===== src/rtl/key_rel_det_pkg.sv =====
// Shared types and default timing constants for the key release detector.
package key_pkg;

    // Press lifecycle states; 3-bit encoding leaves two unused codes.
    typedef enum logic [2:0] {
        IDLE   = 3'd0,
        PDEB   = 3'd1,
        HELD   = 3'd2,
        LONG   = 3'd3,
        RDEB_S = 3'd4,
        RDEB_L = 3'd5
    } key_st_e;

    localparam int KEY_DEB  = 50;
    localparam int KEY_LONG = 1000;
    localparam int KEY_REP  = 200;
    localparam int KEY_CW   = 11;

endpackage


===== src/rtl/key_rel_det_if.sv =====
// Button-side signal bundle: raw button in, debounced level and event pulses out.
interface key_rel_det_if;
    logic BTN;
    logic PRS;
    logic LNG;
    logic REP;
    logic REL;
    logic LREL;

    modport master (output BTN, input PRS, LNG, REP, REL, LREL);
    modport slave  (input BTN, output PRS, LNG, REP, REL, LREL);
endinterface


===== src/rtl/key_rel_det_tmr.sv =====
// Shared phase timer: clear, load-one, increment, and terminal compare against lim-1.
module key_tmr #(
    parameter int CW = 11
) (
    input  logic          C1K,
    input  logic          RST,
    input  logic          clr,
    input  logic          ld1,
    input  logic          inc,
    input  logic [CW-1:0] lim,
    output logic [CW-1:0] cnt,
    output logic          tc
);

    // Terminal count is combinational so the FSM can act on the same edge.
    assign tc = (cnt == lim - CW'(1));

    // Counter update; clr wins over ld1, ld1 over inc.
    always_ff @(posedge C1K or negedge RST) begin
        if (!RST)
            cnt <= '0;
        else if (clr)
            cnt <= '0;
        else if (ld1)
            cnt <= CW'(1);
        else if (inc)
            cnt <= cnt + CW'(1);
    end

endmodule


===== src/rtl/key_rel_det.sv =====
// Debounced push-button lifecycle tracker: press level, long press, auto-repeat,
// and separate short/long release pulses.
module key_rel_det
    import key_pkg::*;
#(
    parameter int DEB    = KEY_DEB,
    parameter int LONG_T = KEY_LONG,
    parameter int REP_T  = KEY_REP,
    parameter int CW     = KEY_CW
) (
    input  logic          C1K,
    input  logic          RST,
    key_rel_det_if.slave  bus
);

    key_st_e       state;
    logic          prs_q, lng_q, rep_q, rel_q, lrel_q;
    logic          t_clr, t_ld1, t_inc, t_tc;
    logic [CW-1:0] t_lim, t_cnt;
    logic          btn;

    assign btn = bus.BTN;

    // Timer limit follows the phase being timed.
    always_comb begin
        t_lim = CW'(DEB);
        case (state)
            HELD:    t_lim = CW'(LONG_T);
            LONG:    t_lim = CW'(REP_T);
            default: t_lim = CW'(DEB);
        endcase
    end

    // Timer control mirrors the FSM transitions: every transition either
    // clears or loads 1, otherwise the current phase keeps counting.
    always_comb begin
        t_clr = 1'b0;
        t_ld1 = 1'b0;
        t_inc = 1'b0;
        case (state)
            IDLE: begin
                if (btn) t_ld1 = 1'b1;
                else     t_clr = 1'b1;
            end
            PDEB: begin
                if (!btn || t_tc) t_clr = 1'b1;
                else              t_inc = 1'b1;
            end
            HELD, LONG: begin
                if (!btn)      t_ld1 = 1'b1;
                else if (t_tc) t_clr = 1'b1;
                else           t_inc = 1'b1;
            end
            RDEB_S, RDEB_L: begin
                if (btn || t_tc) t_clr = 1'b1;
                else             t_inc = 1'b1;
            end
            default: t_clr = 1'b1;
        endcase
    end

    key_tmr #(.CW(CW)) u_tmr (
        .C1K (C1K),
        .RST (RST),
        .clr (t_clr),
        .ld1 (t_ld1),
        .inc (t_inc),
        .lim (t_lim),
        .cnt (t_cnt),
        .tc  (t_tc)
    );

    // State machine with registered level and one-cycle event pulses.
    always_ff @(posedge C1K or negedge RST) begin
        if (!RST) begin
            state  <= IDLE;
            prs_q  <= 1'b0;
            lng_q  <= 1'b0;
            rep_q  <= 1'b0;
            rel_q  <= 1'b0;
            lrel_q <= 1'b0;
        end else begin
            lng_q  <= 1'b0;
            rep_q  <= 1'b0;
            rel_q  <= 1'b0;
            lrel_q <= 1'b0;
            case (state)
                IDLE: begin
                    if (btn) state <= PDEB;
                end
                PDEB: begin
                    if (!btn) begin
                        state <= IDLE;
                    end else if (t_tc) begin
                        state <= HELD;
                        prs_q <= 1'b1;
                    end
                end
                HELD: begin
                    if (!btn) begin
                        state <= RDEB_S;
                    end else if (t_tc) begin
                        state <= LONG;
                        lng_q <= 1'b1;
                    end
                end
                LONG: begin
                    if (!btn)      state <= RDEB_L;
                    else if (t_tc) rep_q <= 1'b1;
                end
                RDEB_S: begin
                    if (btn) begin
                        state <= HELD;
                    end else if (t_tc) begin
                        state <= IDLE;
                        prs_q <= 1'b0;
                        rel_q <= 1'b1;
                    end
                end
                RDEB_L: begin
                    if (btn) begin
                        state <= LONG;
                    end else if (t_tc) begin
                        state  <= IDLE;
                        prs_q  <= 1'b0;
                        lrel_q <= 1'b1;
                    end
                end
                default: begin
                    state <= IDLE;
                    prs_q <= 1'b0;
                end
            endcase
        end
    end

    assign bus.PRS  = prs_q;
    assign bus.LNG  = lng_q;
    assign bus.REP  = rep_q;
    assign bus.REL  = rel_q;
    assign bus.LREL = lrel_q;

endmodule


===== src/flat_wrapper.sv =====
// flat-port wrapper written by rule: the top's interface ports become plain ports
module key_rel_det_flat import key_pkg::*;
#(
    parameter int DEB    = KEY_DEB,
    parameter int LONG_T = KEY_LONG,
    parameter int REP_T  = KEY_REP,
    parameter int CW     = KEY_CW
)
  (C1K, RST, bus_BTN, bus_PRS, bus_LNG, bus_REP, bus_REL, bus_LREL);
  key_rel_det_if bus_i ();
  input  logic C1K;
  input  logic RST;
  input wire logic [$bits(bus_i.BTN)-1:0] bus_BTN;
  output wire logic [$bits(bus_i.PRS)-1:0] bus_PRS;
  output wire logic [$bits(bus_i.LNG)-1:0] bus_LNG;
  output wire logic [$bits(bus_i.REP)-1:0] bus_REP;
  output wire logic [$bits(bus_i.REL)-1:0] bus_REL;
  output wire logic [$bits(bus_i.LREL)-1:0] bus_LREL;
  assign bus_i.BTN = bus_BTN;
  assign bus_PRS = bus_i.PRS;
  assign bus_LNG = bus_i.LNG;
  assign bus_REP = bus_i.REP;
  assign bus_REL = bus_i.REL;
  assign bus_LREL = bus_i.LREL;
  key_rel_det #(.DEB(DEB), .LONG_T(LONG_T), .REP_T(REP_T), .CW(CW)) u_core (.C1K(C1K), .RST(RST), .bus(bus_i));
endmodule

===== config.mk =====
export PLATFORM = sky130hd
export DESIGN_NAME = key_rel_det_flat
export DESIGN_NICKNAME = d
export VERILOG_FILES = /design/src/rtl/key_rel_det_pkg.sv /design/src/rtl/key_rel_det_if.sv /design/src/rtl/key_rel_det_tmr.sv /design/src/rtl/key_rel_det.sv /design/src/flat_wrapper.sv
export SDC_FILE = /design/constraint.sdc
export NUM_CORES = 1
export LEC_CHECK = 0
export ABC_AREA = 1
export BUFFER_PORTS_ARGS = -buffer_cell sky130_fd_sc_hd__buf_2
export CORE_MARGIN = 3
export CORE_UTILIZATION = 45
export DETAILED_ROUTE_END_ITERATION = 7
export SLEW_MARGIN = 10
export SYNTH_ARGS = -nofsm -noshare
export SYNTH_HDL_FRONTEND = slang
export SYNTH_SLANG_ARGS = --single-unit

===== constraint.sdc =====
create_clock -name C1K -period 2 [get_ports C1K]
set_input_delay 0 -clock C1K [delete_from_list [all_inputs] [get_ports C1K]]
set_output_delay 0 -clock C1K [all_outputs]
set_load 0.05 [all_outputs]

======== Yosys cells after proc, flatten, opt, wreduce, memory -nomap -nowiden ========
Index checks and enable logic that the tools add are counted.
operators by class
  eq/ne operators ......................... 14
  reductions and logical operators ........ 10
  bitwise logic cells ..................... 1
  $add $sub $neg .......................... 2
  muxes and demuxes ....................... 37
operator list
  operator                                               number
  2-to-1 mux 11 bit                                      3
  2-to-1 mux 3 bit                                       9
  case mux 10 bit (2 select lines)                       1
  2-to-1 mux 1 bit                                       19
  case mux 3 bit (6 select lines)                        1
  adder 11 x 1 -> 11 bit, second input constant          1
  equality test 11 bit                                   1
  subtractor 10 x 1 -> 11 bit, second input constant     1
  inequality test 2 bit, second input constant           4
  equality test 3 x 2 -> 1 bit, second input constant    2
  equality test 3 bit, second input constant             2
  inequality test 3 x 2 -> 1 bit, second input constant  2
  case mux 1 bit (3 select lines)                        2
  AND reduction 5 bit                                    1
  inequality test 2 x 1 -> 1 bit, second input constant  2
  case mux 1 bit (4 select lines)                        1
  AND reduction 4 bit                                    1
  OR reduction 2 bit                                     2
  equality test 3 x 1 -> 1 bit, second input constant    1
  logical NOT 3 bit                                      1
  nonzero test 3 bit                                     1
  OR reduction 3 bit                                     1
  logical OR 1 bit                                       2
  case mux 1 bit (2 select lines)                        1
  other kinds (2)                                        2
storage, ports and cells
  logic and storage cells ................. 71
  bits in registers ....................... 19
  output and inout port bits .............. 5

======== Longest topological paths before layout ========
Gate-level depths: netlist of the first run.
  depth after elaboration ................. 10
  gate-level depth with buffers ........... 16

======== Modules after synthesis ========
A second synthesis of the first run with hierarchy kept.
second synthesis, totals
  cell total of the unflattened synthesis .. 219
  area total of the unflattened synthesis .. 1529.0 µm²
by module, submodules not included
  module       cells an instance  area each (µm²)  instances
  key_tmr      151                1004.7           1
  key_rel_det  68                 524.3            1

======== Worst setup path before layout of the first run ========
Ideal clock, no wire load.
  path type ............................... reg2reg
  from .................................... reg u_core.state[2]
  to ...................................... reg u_core.u_tmr.cnt[7]
  data arrival time ....................... 1747 ps
  data required time ...................... 1882 ps
  path slack .............................. 134 ps
  path buffers ............................ 3
  setup time .............................. 118 ps
  stages on the path, launching flop included .. 17
  cell sequence ........................... dfrtp_1 buf_4 inv_2 ha_1 buf_2 inv_2 nand2_1 nand2_1 nor2_2 nand2_4 nand2_2 nand2_1 nand2_2 nor2_4 buf_6 nand3_1 nand2_1
on the way
  word-level cells in the longest chain between the ends .. 8
  elaborated cells on any way between the ends .. 27
ends and longest elaborated chain
  element                                                                                    RTL line                                                 text
  start, declared                                                                            key_rel_det.sv:16                                        key_st_e state;
  start signal, assigned                                                                     key_rel_det.sv:76                                        state <= IDLE;
  start signal, assigned                                                                     key_rel_det.sv:89                                        if (btn) state <= PDEB;
  start signal, assigned                                                                     key_rel_det.sv:93                                        state <= IDLE;
  equality test 3 x 2 -> 1 bit                                                               key_rel_det.sv:27, key_rel_det.sv:40
  case mux 10 bit (2 select lines)                                                           key_rel_det.sv:27                                        case (state)
  subtractor 10 x 1 -> 11 bit                                                                key_rel_det_tmr.sv:16                                    assign tc = (cnt == lim - CW'(1));
  equality test 11 bit                                                                       key_rel_det_tmr.sv:16
  2-to-1 mux 1 bit (tied with other cells)                                                   key_rel_det.sv:51                                        else if (t_tc) t_clr = 1'b1;
  2-to-1 mux 1 bit (on tied branches)                                                        key_rel_det.sv:50, key_rel_det.sv:46, key_rel_det.sv:55
  case mux 1 bit (4 select lines) / case mux 1 bit (3 select lines) (equally long branches)  key_rel_det.sv:40                                        case (state)
  nonzero test 3 bit (no line) / 2-to-1 mux 11 bit (equally long branches)                   --
  end signal, assigned                                                                       key_rel_det_tmr.sv:27                                    cnt <= cnt + CW'(1);
  end, declared                                                                              key_rel_det_tmr.sv:11                                    output logic [CW-1:0] cnt,
Several ways; a longest one is shown, not always the timed one.
A chain may end at the register's enable or synchronous reset.

======== Worst setup path after layout of the first run ========
  from .................................... reg u_core.state[1]
  to ...................................... reg u_core.u_tmr.cnt[9]
The elaborated chain is that of the path after synthesis.

==> results of run 1 <==
==> tightest hold or removal path, stage by stage <==
cell and delay, ns:
buf_2 0.14, nand2_1 0.10, nor2_1 0.06
==> flip-flops by register name (all words and copies together), names as in the netlist <==
signal and count:
u_core.bus.LNG 1, u_core.bus.LREL 1, u_core.bus.PRS 1, u_core.bus.REL 1, u_core.bus.REP 1, u_core.state 3, u_core.u_tmr.cnt 11
==> report_power, final <==
| part | internal [W] | switching [W] | total, W |
|---|---|---|---|
| clock network | 0.0000781 | 0.000133 | 0.000211 |
| registers | 0.000433 | 0.0000531 | 0.000486 |
| logic | 0.000494 | 0.000811 | 0.00131 |
| total | 0.00100 | 0.000997 | 0.00200 |
==> layout make-up <==
| class | instances | area, um2 | share of cell area, % |
|---|---|---|---|
| Multi-Input combinational cell | 153 | 847.1 | 51.64 |
| Sequential cell | 19 | 476.7 | 29.06 |
| Timing Repair Buffer | 20 | 151.4 | 9.230 |
| Inverter | 22 | 86.33 | 5.263 |
| Tap cell | 42 | 52.55 | 3.204 |
| Clock buffer | 4 | 26.28 | 1.602 |
==> cells by family (layout without fill, tap and decap cells) <==
group | Yosys count | count (layout) | synth area share, %
XOR/XNOR | 3 | 3 | 1.842
buffers and inverters | 29 | 46 | 9.649
AND/OR/NAND/NOR | 134 | 134 | 46.67
flip-flops | 19 | 19 | 33.33
adder cells (fa/ha/maj) | 4 | 4 | 3.509
AO/OA/AOI/OAI | 12 | 12 | 4.999
==> layer usage <==
metal	global-route usage (%)	part of all wire [%]
met5	0	0
met4	6.061	1.3
met3	2.342	3.1
met2	25.94	45
met1	28.30	51
==> layout by cell type (no fill, tap or decap), drive strengths merged, types with 3 or more instances in the layout <==
cell type,instances
dfrtp,19
nor3b,4
nand2,58
nand4,13
ha,4
clkbuf,4
nor2,27
inv,21
nor3,10
o21ai,3
buf,19
nand3,21
a21oi,5
==> repair_timing <==
item	in CTS	in global routing
gates resized for setup	0	9
endpoints found under the hold margin	19	0
hold buffers	1	0
endpoints found under the setup margin	0	15
setup buffers	0	6
==> per-stage QoR <==
| stage | TNS [ns] | setup WS (ns) | hold WS [ns] |
|---|---|---|---|
| 2_1_floorplan | 0 | 0.1342 | -0.2956 |
| 3_5_place_dp | 0 | 0.08279 | -0.02567 |
| 6_report | 0 | 0.1289 | 0.02116 |
| 5_1_grt | -0.1532 | -0.03255 | 0.03218 |
| 4_1_cts | 0 | 0.04948 | 0.02173 |
| 3_3_place_gp | 0 | 0.09452 | -0.03450 |
==> how the worst max path moves through the flow <==
| stage | startpoint | depth (start not counted) | end |
|---|---|---|---|
| finish | u_core.state[1]$_DFFE_PN0P_ | 14 | u_core.u_tmr.cnt[9]$_DFFE_PN0P_ |
| global route | u_core.state[1]$_DFFE_PN0P_ | 14 | u_core.u_tmr.cnt[3]$_DFFE_PN0P_ |
| floorplan | u_core.state[2]$_DFFE_PN0P_ | 16 | u_core.u_tmr.cnt[7]$_DFFE_PN0P_ |
| detailed placement | u_core.state[2]$_DFFE_PN0P_ | 13 | u_core.u_tmr.cnt[9]$_DFFE_PN0P_ |
| CTS | u_core.state[2]$_DFFE_PN0P_ | 13 | u_core.u_tmr.cnt[9]$_DFFE_PN0P_ |
| global placement | u_core.state[2]$_DFFE_PN0P_ | 12 | u_core.u_tmr.cnt[9]$_DFFE_PN0P_ |
==> results.json, run 1 <==
{
  "crit_chain": "buf_6, inv_2, nor2_4, nand3_2, nand2_2, inv_2, nor2_4, nand2_4, nand3_1, nand2_2, nand2_8, clkinvlp_4, nand3_2, nand2_1",
  "synthCells": 201,
  "yosys-top-cells-count": "nand2_1, nor2_1, dfrtp_1, nand3_1, inv_1",
  "hold_violations": 0,
  "synth_seq_cells": 19,
  "tritoncts": "done",
  "ios": 8,
  "max_freq_mhz": 534.5,
  "drc": 0,
  "setup_viol": 0,
  "ys_top_cells_by_area": "dfrtp_1, nand2_1, nand3_1",
  "cts_buffers": 3,
  "rows": 19,
  "setup.worst_path.class": "reg2reg",
  "fin_crit_ns": 1.871,
  "grt_pass1_wl_um": 5768,
  "powerDensity_mw_per_mm2": 1220,
  "fill_cells": 275,
  "crit_family": "simple AND/OR/NAND/NOR gates",
  "dieArea_mm2": 0.003881,
  "synthArstFlopShare_pct": 100.0,
  "syn2layout_area_growth_pct": 15.00,
  "ir_drop_mv": 0.9410,
  "die_w_um": 62.30,
  "clockBufferDepth": 2,
  "reg2reg_from": "u_core.state[1]$_DFFE_PN0P_",
  "ys_seq_area_share_pct": 33.33,
  "cap_violations": 0,
  "period_share_pct": 93.55,
  "rrSetupSlack_ns": 0.13,
  "finClkSkew_ns": 0.003467,
  "ant_nets": 0,
  "status": "complete, no violations",
  "start_util_pct": 49.59,
  "slowest_delay_ns": 0.38,
  "drt_first_pass_iters": 4,
  "crit_path_start_kind": "flop",
  "end_kind": "flop",
  "clk_pin_slew_worst_paths_ns": 0.12,
  "final_cells": 260,
  "cp.required_ns": 2.21,
  "grt_pass1_vias": 1226,
  "grt.total_usage_pct": 18.28,
  "overflow": 0,
  "vias": 1414,
  "yosysTopAreaCellShare_pct": 33.33,
  "place_area_mm2": 0.001516,
  "nets": 226,
  "relSlewSlack_pct": 71.31,
  "tightest_slew_ns": 0.4303,
  "worstPathArrival_ns": 2.08,
  "coreArea_mm2": 0.002877,
  "dpl.hpwl_um": 2432,
  "final_core_util_pct": 57.02,
  "drtIter0Drc": 80,
  "dp.cells": 249,
  "regToRegEndpoint": "u_core.u_tmr.cnt[9]$_DFFE_PN0P_",
  "slowest_stage": "dfrtp_1",
  "hold_depth": 3,
  "antenna_cells": 0,
  "yosysUniqueCellTypes": 29,
  "rr_worst_depth": 14,
  "min_from": "bus_BTN",
  "insertion_delay_ns": 0.31,
  "gp_congestion": 0.8839,
  "drive_gt1_share_pct": 23.39,
  "chipHeight_um": 62.30,
  "antenna_found_initial": 0,
  "post-route-cell-area_mm2": 0.001640,
  "hold_path_end": "u_core.bus.REP$_DFF_PN0_",
  "synth.most_common_cell": "nand2_1",
  "syn_area_per_cell_um2": 7.096,
  "path_buf_inv": 4,
  "cts_sinks": 19,
  "routedWlPerCell_um": 12.63,
  "htree_levels": 1,
  "power.leakage_nw": 0.8172,
  "ys_warn_count": 0,
  "grt_max_degree": 22,
  "synth_edf_count": 0,
  "final-max-slew-violation-count": 0,
  "wirelength_um": 3285,
  "finalPower_w": 0.002002,
  "yosys.area.top_type": "dfrtp_1",
  "crit_fanout": 8,
  "io_buffers": 7,
  "vias_per_cell": 5.438,
  "cts_root_buffer": "clkbuf_4",
  "synthFlopType": "dfrtp_1",
  "synth_nets": 208,
  "syn_area_mm2": 0.001426,
  "min_path_type": "in2reg"
}
No activity file was read; power rests on OpenSTA's default activity.
==> run 2, diff against run 1 <==
==> constraint.sdc (replaced) <==
create_clock -name C1K -period 1.94 [get_ports C1K]
set_input_delay 0 -clock C1K [delete_from_list [all_inputs] [get_ports C1K]]
set_output_delay 0 -clock C1K [all_outputs]
set_load 0.05 [all_outputs]
==> run 2 against run 1 <==
  * Non-clock buffer count down 2
  * First-iteration DRC count down 10%
  * Routed wire length up 3.0%
  * Largest power group unchanged
==> results.json, run 2 (synthesis gave the netlist of run 1 again) <==
{
  "status": "complete, no violations",
  "clockBufferDepth": 2,
  "finalPower_w": 0.002035,
  "syn2layout_area_growth_pct": 14.82,
  "drive_gt1_share_pct": 23.61,
  "mostFrequentLayoutCell": "nand2_1",
  "vias_per_cell": 5.256,
  "final-max-slew-violation-count": 0,
  "power.leakage_nw": 0.8343,
  "fill_cells": 281,
  "ios": 8,
  "dieArea_mm2": 0.003881,
  "place_area_mm2": 0.001524,
  "period_share_pct": 95.56,
  "crit_path_start_kind": "flop",
  "chipHeight_um": 62.30,
  "grt_max_degree": 22,
  "fin_crit_ns": 1.854,
  "final_cells": 258,
  "tightest_slew_ns": 0.4637,
  "post-route-cell-area_mm2": 0.001638,
  "vias": 1356,
  "grt_pass1_wl_um": 5747,
  "nets": 224,
  "hold_violations": 0,
  "largest_register_ffs": 11,
  "clkPwrFrac_pct": 10.1,
  "die_w_um": 62.30,
  "dpl.hpwl_um": 2467,
  "ir_drop_mv": 0.9405,
  "p_sw_w": 0.001022,
  "finalWorstSetupSlack_ns": 0.08622,
  "setup_tns_ns": 0,
  "cap_violations": 0,
  "drt_first_pass_iters": 4,
  "drtIter0Drc": 72,
  "wirelength_um": 3385,
  "routedWlPerCell_um": 13.12,
  "grt.total_usage_pct": 18.13,
  "setup_viol": 0,
  "cp.required_ns": 2.14,
  "min_path_type": "in2reg",
  "gp_congestion": 0.9206,
  "crit_fanout": 7,
  "regMostFlops": "u_core.u_tmr.cnt",
  "max_freq_mhz": 539.4,
  "pre_cts_slack_ns": 0.03713,
  "drc": 0,
  "relSlewSlack_pct": 69.09,
  "rows": 19,
  "grt_pass1_vias": 1222,
  "powerDensity_mw_per_mm2": 1242,
  "finClkSkew_ns": 0.009087,
  "worstPathArrival_ns": 2.05,
  "cts_root_buffer": "clkbuf_4",
  "antenna_cells": 0,
  "power.internal_w": 0.001012,
  "start_util_pct": 49.59,
  "insertion_delay_ns": 0.30,
  "ant_nets": 0,
  "reg_top3": "u_core.u_tmr.cnt: 11 flops, u_core.state: 3 flops",
  "setup.worst_path.class": "reg2reg",
  "antenna_found_initial": 0,
  "seqPwrFrac_pct": 24.3,
  "coreArea_mm2": 0.002877,
  "htree_levels": 1,
  "tritoncts": "done",
  "comb_power_share_pct": 65.6,
  "overflow": 0,
  "end_kind": "flop",
  "io_buffers": 7,
  "cts_sinks": 19,
  "clk_pin_slew_worst_paths_ns": 0.12,
  "final_cell_mix": "nand2_1, nor2_1, nand3_1, dfrtp_1, inv_1",
  "dp.cells": 250,
  "cts_buffers": 3,
  "swShare_pct": 50.25
}
run 2: cell types whose count changed in the layout (fill, tap and decap cells not counted), sizes merged:
cell      previous run  this run
clkbuf               4         3
inv                 21        22
clkinvlp             1         0
clkinv               0         1
buf                 19        17
run 2: through the flow:
stage / util (%) / hold slack, ns
2_1_floorplan: - / -0.2956
3_3_place_gp: 52.98 / -0.02632
3_5_place_dp: 52.98 / -0.01937
4_1_cts: 54.28 / 0.004757
5_1_grt: 56.94 / 0.01940
6_report: 56.94 / 0.01879
run 2: worst max-delay path, cell delays in order, from the launching register on:
cell     delay (ns)
dfrtp_1        0.44
buf_6          0.16
inv_4          0.06
nor2_4         0.11
nand3_2        0.08
nand2_2        0.09
inv_2          0.05
nor2_4         0.09
nand2_4        0.08
nand3_1        0.10
nand2_2        0.08
nand2_4        0.09
nand2_1        0.13
nand3_1        0.11
nand2_1        0.06
run 2: final cells by class:
cell class              instances  area (um2)  area share [%]
well taps                      42       52.55           3.209
clock inverters                 1       5.005          0.3056
inverters                      22       87.58           5.348
clock buffers                   3       22.52           1.375
repair buffers                 18       140.1           8.556
multi-input cells             153       854.6           52.18
flip-flops and latches         19       475.5           29.03
run 2: final timing paths:
check	startpoint	to	slack [ns]	cells after the start
setup / recovery	u_core.state[1]$_DFFE_PN0P_	u_core.u_tmr.cnt[8]$_DFFE_PN0P_	0.09	14
hold / removal	bus_BTN	u_core.bus.REP$_DFF_PN0_	0.02	3
setup reg to reg	u_core.state[1]$_DFFE_PN0P_	u_core.u_tmr.cnt[8]$_DFFE_PN0P_	0.09	14
hold reg to reg	u_core.bus.PRS$_DFFE_PN0P_	u_core.bus.PRS$_DFFE_PN0P_	0.53	2
max in group asynchronous	RST	u_core.u_tmr.cnt[9]$_DFFE_PN0P_	1.44	2
min in group asynchronous	RST	u_core.bus.LREL$_DFF_PN0_	0.17	2
run 2: layer usage:
layer | part of all wire (%) | GRT usage [%]
met5 | 0 | 0
met4 | 0.68 | 3.857
met3 | 5.1 | 3.243
met2 | 45 | 26.21
met1 | 49 | 27.99
run 2: power groups by stage:
stage | registers [W] | clock network (W) | logic, W
2_1_floorplan | 0.000508 | 0 | 0.000909
6_report | 0.000494 | 0.000205 | 0.00134
3_3_place_gp | 0.000491 | 0 | 0.00118
4_1_cts | 0.000484 | 0.000218 | 0.00120
5_1_grt | 0.000503 | 0.000243 | 0.00149
3_5_place_dp | 0.000492 | 0 | 0.00119
run 2: timing repair:
action / CTS / global route
setup endpoints to repair: 0 / 15
buffers inserted: 0 / 3
hold buffers: 1 / 0
gates resized for setup: 0 / 13
hold endpoints to repair: 19 / 0
==> run 3, diff against run 2 <==
--- a/config.mk
+++ b/config.mk
@@ -10,6 +10,7 @@
 export CORE_MARGIN = 3
 export CORE_UTILIZATION = 45
 export DETAILED_ROUTE_END_ITERATION = 7
+export RECOVER_POWER = 25
 export SLEW_MARGIN = 10
 export SYNTH_ARGS = -nofsm -noshare
 export SYNTH_HDL_FRONTEND = slang
==> run 3 against run 2 <==
  * Sequential share of layout area barely moved
  * Routed wire length barely moved
  * Design area barely moved
==> results.json, run 3 (synthesis gave the netlist of run 1 again) <==
{
  "p_sw_w": 0.001021,
  "fin_crit_ns": 1.853,
  "drive_gt1_share_pct": 23.15,
  "antenna_found_initial": 0,
  "grt.total_usage_pct": 18.13,
  "tritoncts": "done",
  "hold_path_end": "u_core.bus.REP$_DFF_PN0_",
  "rrSetupSlack_ns": 0.09,
  "nets": 224,
  "antenna_cells": 0,
  "period_share_pct": 95.51,
  "slowest_delay_ns": 0.44,
  "seqPwrFrac_pct": 24.3,
  "crit_path_start_kind": "flop",
  "reg_top3": "u_core.u_tmr.cnt: 11 flops, u_core.state: 3 flops",
  "min_path_type": "in2reg",
  "finClkSkew_ns": 0.008447,
  "hold_depth": 3,
  "crit_family": "simple AND/OR/NAND/NOR gates",
  "io_buffers": 7,
  "gp_congestion": 0.9206,
  "cp-startpoint": "u_core.state[1]$_DFFE_PN0P_",
  "vias_per_cell": 5.302,
  "final_cell_mix": "nand2_1, nor2_1, nand3_1, dfrtp_1, inv_1",
  "die_w_um": 62.30,
  "drt_first_pass_iters": 4,
  "power.internal_w": 0.001012,
  "tightest_slew_ns": 1.109,
  "min_from": "bus_BTN",
  "regMostFlops": "u_core.u_tmr.cnt",
  "crit_chain": "buf_6, inv_4, nor2_4, nand3_2, nand2_2, inv_2, nor2_4, nand2_4, nand3_1, nand2_2, nand2_4, nand2_1, nand3_1, nand2_1",
  "cp.required_ns": 2.14,
  "reg2reg_from": "u_core.state[1]$_DFFE_PN0P_",
  "overflow": 0,
  "ios": 8,
  "clkPwrFrac_pct": 10.1,
  "cts_sinks": 19,
  "dieArea_mm2": 0.003881,
  "crit_fanout": 7,
  "largest_register_ffs": 11,
  "start_util_pct": 49.59,
  "drc": 0,
  "grt_pass1_vias": 1222,
  "hold_slack_ns": 0.01959,
  "grt_pass1_wl_um": 5747,
  "rr_worst_depth": 14,
  "cts_buffers": 3,
  "worstPathArrival_ns": 2.05,
  "coreArea_mm2": 0.002877,
  "grt_max_degree": 22,
  "status": "complete, no violations",
  "drtIter0Drc": 72,
  "end_kind": "flop",
  "slowest_stage": "dfrtp_1",
  "setup.worst_path.class": "reg2reg",
  "cts_root_buffer": "clkbuf_4",
  "setup_viol": 0,
  "rows": 19,
  "comb_power_share_pct": 65.6,
  "power.leakage_nw": 0.8315,
  "final-max-slew-violation-count": 0,
  "routedWlPerCell_um": 13.13,
  "chipHeight_um": 62.30,
  "pre_cts_slack_ns": 0.03713,
  "powerDensity_mw_per_mm2": 1242,
  "insertion_delay_ns": 0.30,
  "cap_violations": 0,
  "ant_nets": 0,
  "clockBufferDepth": 2,
  "clk_pin_slew_worst_paths_ns": 0.12,
  "mostFrequentLayoutCell": "nand2_1",
  "relSlewSlack_pct": 26.04,
  "path_buf_inv": 3,
  "htree_levels": 1,
  "wirelength_um": 3387,
  "syn2layout_area_growth_pct": 14.74,
  "vias": 1368,
  "ir_drop_mv": 0.9356,
  "finalWorstSetupSlack_ns": 0.08704,
  "regToRegEndpoint": "u_core.u_tmr.cnt[8]$_DFFE_PN0P_",
  "dpl.hpwl_um": 2467,
  "swShare_pct": 50.22,
  "max_freq_mhz": 539.7,
  "hold_violations": 0
}
-- run 3: changes by cell type in the layout (fill, tap and decap cells not counted) --
cell and change:
buf_2 -1, clkbuf_1 +1
-- run 3: worst max-delay path by stage --
stage / end / slack, ns / depth (start not counted)
after floorplan: u_core.u_tmr.cnt[7]$_DFFE_PN0P_ / 0.07 / 16
after global placement: u_core.u_tmr.cnt[8]$_DFFE_PN0P_ / 0.08 / 12
after detailed placement: u_core.u_tmr.cnt[8]$_DFFE_PN0P_ / 0.04 / 12
after CTS: u_core.u_tmr.cnt[8]$_DFFE_PN0P_ / 0.003 / 12
after global routing: u_core.u_tmr.cnt[8]$_DFFE_PN0P_ / -0.03 / 11
final: u_core.u_tmr.cnt[8]$_DFFE_PN0P_ / 0.09 / 14
-- run 3: cell type report --
| class | count | area, um2 |
|---|---|---|
| Sequential cell | 19 | 475.5 |
| Clock buffer | 3 | 22.52 |
| Tap cell | 42 | 52.55 |
| Multi-Input combinational cell | 153 | 854.6 |
| Clock inverter | 1 | 5.005 |
| Timing Repair Buffer | 18 | 138.9 |
| Fill cell | 282 | 1240 |
| Inverter | 22 | 87.58 |
-- run 3: routing by layer --
layer	wire length, um	track usage, %	up-vias
met4	25	3.857	0
li1	-	-	695
met2	1519	26.21	38
met5	0	0	-
met3	172	3.243	4
met1	1668	27.99	631
-- run 3: timing repair --
item / in CTS / in global routing
gates resized for setup: 0 / 13
endpoints found under the hold margin: 19 / 0
hold buffers: 1 / 0
setup buffers: 0 / 3
endpoints found under the setup margin: 0 / 15
-- run 3: worst min-delay path, delay by kind of cell --
family,cells,cell delay (ns)
and+or+nand+nor,2,0.15
buffers and inverters,1,0.14
-- run 3: power groups by stage --
stage | Combinational, W | Sequential (W) | Clock [W]
2_1_floorplan | 0.000909 | 0.000508 | 0
3_3_place_gp | 0.00118 | 0.000491 | 0
3_5_place_dp | 0.00119 | 0.000492 | 0
4_1_cts | 0.00120 | 0.000484 | 0.000218
5_1_grt | 0.00149 | 0.000503 | 0.000243
6_report | 0.00133 | 0.000494 | 0.000205
-- run 3: through the flow --
stage	util (%)	setup TNS (ns)	cell area [um2]	power (W)	cells
6_report	56.89	0	1637	0.002033	258
4_1_cts	54.28	0	1562	0.001901	255
3_3_place_gp	52.98	0	1524	0.001671	250
3_5_place_dp	52.98	0	1524	0.001684	250
2_1_floorplan	-	0	1426	0.001417	201
5_1_grt	56.89	-0.09201	1637	0.002233	258
